--- config.mk ---
export PLATFORM = sky130hd
export DESIGN_NAME = intersection_phase_scheduler
export DESIGN_NICKNAME = d
export VERILOG_FILES = /design/src/rtl/intersection_phase_scheduler.sv
export SDC_FILE = /design/constraint.sdc
export NUM_CORES = 1
export LEC_CHECK = 0
export CAP_MARGIN = 10
export CORE_MARGIN = 5
export CORE_UTILIZATION = 50
export DETAILED_ROUTE_END_ITERATION = 16
export PLACE_DENSITY_LB_ADDON = 0.15
export SYNTH_ARGS = -nofsm -noshare
export SYNTH_HDL_FRONTEND = slang
export SYNTH_SLANG_ARGS = --single-unit
export TNS_END_PERCENT = 100
--- constraint.sdc ---
create_clock -name clk -period 2 [get_ports clk]
set_input_delay 0.4 -clock clk [delete_from_list [all_inputs] [get_ports clk]]
set_output_delay 0.4 -clock clk [all_outputs]
set_load 0.02 [all_outputs]
--- src/rtl/intersection_phase_scheduler.sv ---
// rtl/intersection_phase_scheduler.sv - two-road intersection sequencer with pedestrian walk phase
// Latches EW and pedestrian requests and sequences both heads through green/yellow/all-red.
module intersection_phase_scheduler #(
  parameter int CNT_W       = 8,
  parameter int GREEN_MIN   = 4,
  parameter int GREEN_MAX   = 8,
  parameter int YELLOW_TIME = 2,
  parameter int ALLRED_TIME = 1,
  parameter int WALK_TIME   = 3
) (
  input  logic       clk,
  input  logic       reset,
  input  logic       ew_req,
  input  logic       ped_req,
  output logic       ns_red,
  output logic       ns_yellow,
  output logic       ns_green,
  output logic       ew_red,
  output logic       ew_yellow,
  output logic       ew_green,
  output logic       walk,
  output logic [2:0] phase
);

  typedef enum logic [2:0] {
    NS_G = 3'd0,
    NS_Y = 3'd1,
    AR1  = 3'd2,
    EW_G = 3'd3,
    EW_Y = 3'd4,
    AR2  = 3'd5,
    PED  = 3'd6
  } state_t;

  // Timer holds (cycles spent in state - 1), so "at T" compares against T-1.
  localparam logic [CNT_W-1:0] T_GMIN = CNT_W'(GREEN_MIN - 1);
  localparam logic [CNT_W-1:0] T_GMAX = CNT_W'(GREEN_MAX - 1);
  localparam logic [CNT_W-1:0] T_Y    = CNT_W'(YELLOW_TIME - 1);
  localparam logic [CNT_W-1:0] T_AR   = CNT_W'(ALLRED_TIME - 1);
  localparam logic [CNT_W-1:0] T_WALK = CNT_W'(WALK_TIME - 1);

  state_t           state;
  state_t           state_nx;
  logic [CNT_W-1:0] timer;
  logic             ew_pend;
  logic             ped_pend;
  logic             from_ped;
  logic             from_ped_nx;

  // Lamp vector: {ns_red, ns_yellow, ns_green, ew_red, ew_yellow, ew_green, walk}
  function automatic logic [6:0] lamps(input state_t s);
    case (s)
      NS_G:    lamps = 7'b001_100_0;
      NS_Y:    lamps = 7'b010_100_0;
      EW_G:    lamps = 7'b100_001_0;
      EW_Y:    lamps = 7'b100_010_0;
      PED:     lamps = 7'b100_100_1;
      default: lamps = 7'b100_100_0;
    endcase
  endfunction

  always_comb begin
    state_nx    = state;
    from_ped_nx = from_ped;
    case (state)
      NS_G: if (timer >= T_GMIN && (ew_pend || ped_pend)) state_nx = NS_Y;
      NS_Y: if (timer >= T_Y) state_nx = AR1;
      AR1: begin
        if (timer >= T_AR) begin
          if (ped_pend)     state_nx = PED;
          else if (ew_pend) state_nx = EW_G;
          else              state_nx = NS_G;
        end
      end
      EW_G: if (timer >= T_GMAX || (timer >= T_GMIN && !ew_req)) state_nx = EW_Y;
      EW_Y: begin
        if (timer >= T_Y) begin
          state_nx    = AR2;
          from_ped_nx = 1'b0;
        end
      end
      PED: begin
        if (timer >= T_WALK) begin
          state_nx    = AR2;
          from_ped_nx = 1'b1;
        end
      end
      AR2: begin
        if (timer >= T_AR) begin
          state_nx    = (from_ped && ew_pend) ? EW_G : NS_G;
          from_ped_nx = 1'b0;
        end
      end
      default: state_nx = AR2;
    endcase
  end

  // Lamps are registered from the next state so they always mirror the state register.
  always_ff @(posedge clk or negedge reset) begin
    if (!reset) begin
      state     <= AR2;
      timer     <= '0;
      ew_pend   <= 1'b0;
      ped_pend  <= 1'b0;
      from_ped  <= 1'b0;
      ns_red    <= 1'b1;
      ns_yellow <= 1'b0;
      ns_green  <= 1'b0;
      ew_red    <= 1'b1;
      ew_yellow <= 1'b0;
      ew_green  <= 1'b0;
      walk      <= 1'b0;
      phase     <= 3'd5;
    end else begin
      state    <= state_nx;
      from_ped <= from_ped_nx;
      if (state_nx != state)  timer <= '0;
      else if (timer != '1)   timer <= timer + 1'b1;
      // Clearing on entry wins over a same-cycle request.
      if (state_nx == PED && state != PED) ped_pend <= 1'b0;
      else if (ped_req)                    ped_pend <= 1'b1;
      if (state_nx == EW_G && state != EW_G) ew_pend <= 1'b0;
      else if (ew_req && state != EW_G)      ew_pend <= 1'b1;
      {ns_red, ns_yellow, ns_green, ew_red, ew_yellow, ew_green, walk} <= lamps(state_nx);
      phase <= state_nx;
    end
  end

endmodule

Word level (Yosys, flattened, before mapping)
Cells that the tools add are included.
{ "classes": {"n_reduce_logical": 16, "n_mux": 22, "addsub": 1, "magnitude_cmp": 5, "eq_ne": 17} }
{ "ops": {"columns": ["op", "count"], "rows": [
  ["case mux 7 bit (5 select lines)", 1],
  ["two-way mux 3 bit", 8],
  ["case mux 3 bit (7 select lines)", 1],
  ["greater-or-equal comparator 8 x 1 -> 1 bit (second input constant)", 2],
  ["greater-or-equal comparator 8 x 2 -> 1 bit (second input constant)", 2],
  ["two-way mux 8 bit", 2],
  ["== test 3 bit (second input constant)", 5],
  ["== test 3 x 2 -> 1 bit (second input constant)", 3],
  ["adder 8 x 1 -> 8 bit (second input constant)", 1],
  ["greater-or-equal comparator 8 x 3 -> 1 bit (second input constant)", 1],
  ["inequality test 8 bit (second input constant)", 1],
  ["two-way mux 1 bit", 7],
  ["== test 3 x 1 -> 1 bit (second input constant)", 2],
  ["logical AND 1 bit", 6],
  ["zero test 3 bit", 2],
  ["inequality test 2 bit (second input constant)", 3],
  ["nonzero test 2 bit", 3],
  ["two-way mux 2 bit", 2],
  ["AND reduction 4 bit", 1],
  ["inequality test 3 x 2 -> 1 bit (second input constant)", 1],
  ["inequality test 3 bit", 1],
  ["inequality test 3 bit (second input constant)", 1],
  ["case mux 1 bit (3 select lines)", 1],
  ["nonzero test 3 bit", 1],
  ["2 further kinds", 3]
]} }
{ "totals": {"elab_cells": 73, "out_inout_bits": 10, "reg_bits": 21} }

Logic depth before layout (Yosys ltp)
{ "depth": {"ltp_word": 8, "mapped_depth": 8, "ltp_nobuf": 7} }

Worst setup path before layout
Ideal clock, no wire load.
{ "synth_path": {"path_type": "register to register", "from": "register timer[7]", "to": "register timer[0]", "stages_incl_launch_ff": 6, "arrival_ns": 1.959, "setup_ns": 0.101, "slack_ns": -0.060, "n_path_buf": 0, "cell_sequence": "dfrtp_1 or3_4 or4_4 a221oi_2 o32ai_2 nor4_1"} }
{ "synth_between": {"elab_chain_len": 7, "word_cells_on_any_way": 20} }
{ "synth_lines": {"columns": ["item", "line_no", "rtl"], "rows": [
  ["start: declaration", "44", "logic [CNT_W-1:0] timer;"],
  ["start signal: assignment", "118", "else if (timer != '1) timer <= timer + 1'b1;"],
  ["greater-or-equal comparator 8 x 2 -> 1 bit", "66, 75", null],
  ["logical AND 1 bit", "75", "EW_G: if (timer >= T_GMAX || (timer >= T_GMIN && !ew_req)) state_nx = EW_Y;"],
  ["logical OR 1 bit", "75", null],
  ["two-way mux 3 bit", "75", null],
  ["case mux 3 bit (7 select lines)", "65", "case (state)"],
  ["inequality test 3 bit", "117", "if (state_nx != state) timer <= '0;"],
  ["two-way mux 8 bit / nonzero test 2 bit (equally long branches)", null, null]
]} }
Parallel ways exist; a longest one is shown, timed or not.
A chain may end at the register's enable or synchronous reset.

Final worst setup path
{ "layout_path": {"from": "register timer[6]", "to": "register timer[0]"} }
Same word-level chain as after synthesis.

==> results.toml <==
[cts]
numCtsBuffers = 3
tritoncts = "yes"
ctsLongestPathBuffers = 2
cts-hold-fix-buffers = 0
htreeDepth = 1
path_clk_slew_ns = 0.12
cts_root_buf = "clkbuf_4"
insertion_delay_ns = 0.29
cts.sinks = 21

[timing]
max_freq_mhz = 458.8
worst-slew-pin-transition_ns = 0.5776
skew_ns = 0.008814
setup_ws_ns = -0.1796
slew_viol_final = 0
hold_viol_final = 0
min_period_ns = 2.180
hold_ws_ns = 0.4402
maxSlewHeadroom_pct = 61.49
setup_tns_ns = -1.253
timing.final.crit_share_pct = 109.0
setup_viol = 16
rsz0062_at_grt = "true"

[drt]
wl_per_cell_um = 18.23
drc = 0
routed_wirelength_um = 4066
vias_per_cell = 6.170
antenna_left = 0
drt_iter0_drc = 82
drtPass1Iterations = 4
vias = 1376

[global_routing]
grt_pass1_wl_um = 5947
grt_antenna_before_repair = 0
grt_pass1_vias = 1332
grt_max_degree = 22
overflow = 0
grt_use_total_pct = 18.36

[place]
dp_slack_ns = -0.4220
routabilityCongestion = 0.8945
dp_cells = 208
dpl.hpwl_um = 2540
portBuffers = 13

[die]
dieArea_um2 = 3866
start_util_pct = 50.68
io_pins = 14
die_y_um = 62.18
rows = 19
fp.coreArea_um2 = 2686
die_x_um = 62.18

[cells_and_area]
antenna_cells = 0
final-seq-area_um2 = 534.3
finalNetCount = 201
stdcell_count = 223
drive_gt1_share_pct = 51.04
multi_input_area_um2 = 1008
syn_to_final_growth_pct = 54.78
n_fill_cell = 165

[synthesis]
synth_compound_area_share_pct = 20.04
synthMuxAreaShare_pct = 1.471
synth.lib_cells_used.distinct = 53
synthAdderAreaFrac_pct = 3.676
synth.most_common_cell = "dfrtp_1"
synth_area_leader_cell = "dfrtp_1"
synth_flop_cell = "dfrtp_1"
ys_ff_latch = 21
yosys.area_share.simple_pct = 26.93
async_flop_share_pct = 100.0
syn_area_um2 = 1361
synth_top_family_by_area = "simple AND/OR/NAND/NOR gates"
syn_inst = 137
ys_seq_area_share_pct = 38.97
synth_top_area_share_pct = 31.25
yosys_warnings = 0
synth_xor_area_share_pct = 2.574
syn_nets = 145
synth_edf_count = 0
yosys-top-cells-area = "dfrtp_1, dfstp_2, nor4_1"
avgSynthCellArea_um2 = 9.937
synthTopCellsByCount = "dfrtp_1, nor4_1, nor2_1"

[status]
failed_checks = "negative setup slack"
status = "finished with violations"

[power_and_ir_drop]
leakagePower_nw = 0.8680
ir_worst_vdd_mv = 1.665
power_density_nw_per_um2 = 1643

[setup_path]
start_kind = "register"
cp_num_buf_inv = 1
slowest_stage = "or4_4"
worstPathArrival_ns = 2.38
cp_data_required_time_ns = 2.20
cp_top_family = "simple AND/OR/NAND/NOR gates"
slowest_delay_ns = 0.47
path_class = "register to register"
crit_fanout = 8
critical_path.cell_chain = "or3_4 -> or4_4 -> a221oi_4 -> o32ai_4 -> buf_6 -> nor4_4"
end_kind = "register"

[worst_hold_path]
hold_path.class = "input pin to async pin"

[flow_run]
cap_violations = 0
## worst paths after layout
check,cells after the start,startpoint,slack (ns),to
setup reg to reg,6,timer[6],-0.18,timer[0]
max in group asynchronous,2,reset,1.28,ew_red
min in group clk,1,ped_pend,0.55,ped_pend
hold reg to reg,1,ped_pend,0.55,ped_pend
setup / recovery,6,timer[6],-0.18,timer[0]
hold / removal,2,reset,0.44,timer[7]
## registers in the layout (all words and copies together), names as in the netlist
signal / cells
from_ped: 1
state: 3
walk: 1
ped_pend: 1
ns_red: 1
ew_green: 1
ew_pend: 1
ns_green: 1
timer: 8
ns_yellow: 1
ew_yellow: 1
ew_red: 1
## per-layer routing
layer,GRT usage [%],up-vias,share of wire [%]
met5,0,-,0
met4,6.775,0,2.8
met3,3.423,14,4.7
met2,30.83,50,50
met1,23.25,682,43
li1,-,630,-
## cells by family (layout without fill, tap and decap cells)
kind of cell / after synthesis / after routing
xor gates and xnor gates: 4 / 4
DFF: 21 / 21
adders and majority gates: 4 / 4
buffers and inverters: 12 / 67
AOI/OAI and AO/OA: 34 / 34
muxes: 2 / 2
and+or+nand+nor: 60 / 60
## where the power goes
group	total [W]	internal (W)	switching (W)
sequential	0.000775	0.000598	0.000177
clock	0.000197	0.0000774	0.000119
combinational	0.00249	0.00123	0.00126
total	0.00346	0.00190	0.00156
## worst register-to-register path: cells and delay by family, from the launching register on
kind | cells | cell delay (ns)
flip-flops | 1 | 0.41
AND/OR/NAND/NOR | 3 | 1.03
buffers and inverters | 1 | 0.17
AO/OA/AOI/OAI | 2 | 0.48
## cells in the final DEF, fill, tap and decap left out, drive strengths merged, types with 4 or more instances in the layout
| cell type | n |
|---|---|
| clkbuf | 4 |
| nand2b | 5 |
| and2 | 4 |
| buf | 45 |
| dfstp | 4 |
| o21ai | 5 |
| nor4 | 9 |
| nand2 | 6 |
| nand3 | 4 |
| clkdlybuf4s50 | 11 |
| nor2 | 7 |
| nor3 | 6 |
| dfrtp | 17 |
| ha | 4 |
| inv | 5 |
| a211oi | 5 |
## metrics by stage
step | power (W) | area (um2) | utilization (%)
final | 0.003463 | 2107 | 78.44
after floorplan | 0.001915 | 1394 | -
after global placement | 0.002570 | 1750 | 65.16
after CTS | 0.003003 | 1878 | 69.91
after global routing | 0.003684 | 2107 | 78.44
after detailed placement | 0.002611 | 1750 | 65.16
## cell type report
type | instances | area share [%]
flip-flops and latches | 21 | 25.36
well taps | 31 | 1.841
clock buffers | 4 | 1.247
repair buffers | 58 | 22.80
inverters | 5 | 0.8907
multi-input cells | 104 | 47.86
## what timing repair did
action,4_1_cts,5_1_grt
buffers inserted,5,6
endpoints found under the setup margin,18,19
gates resized for setup,18,35
pin swaps,8,18
Note: power is estimated with default switching activity, not from simulation.
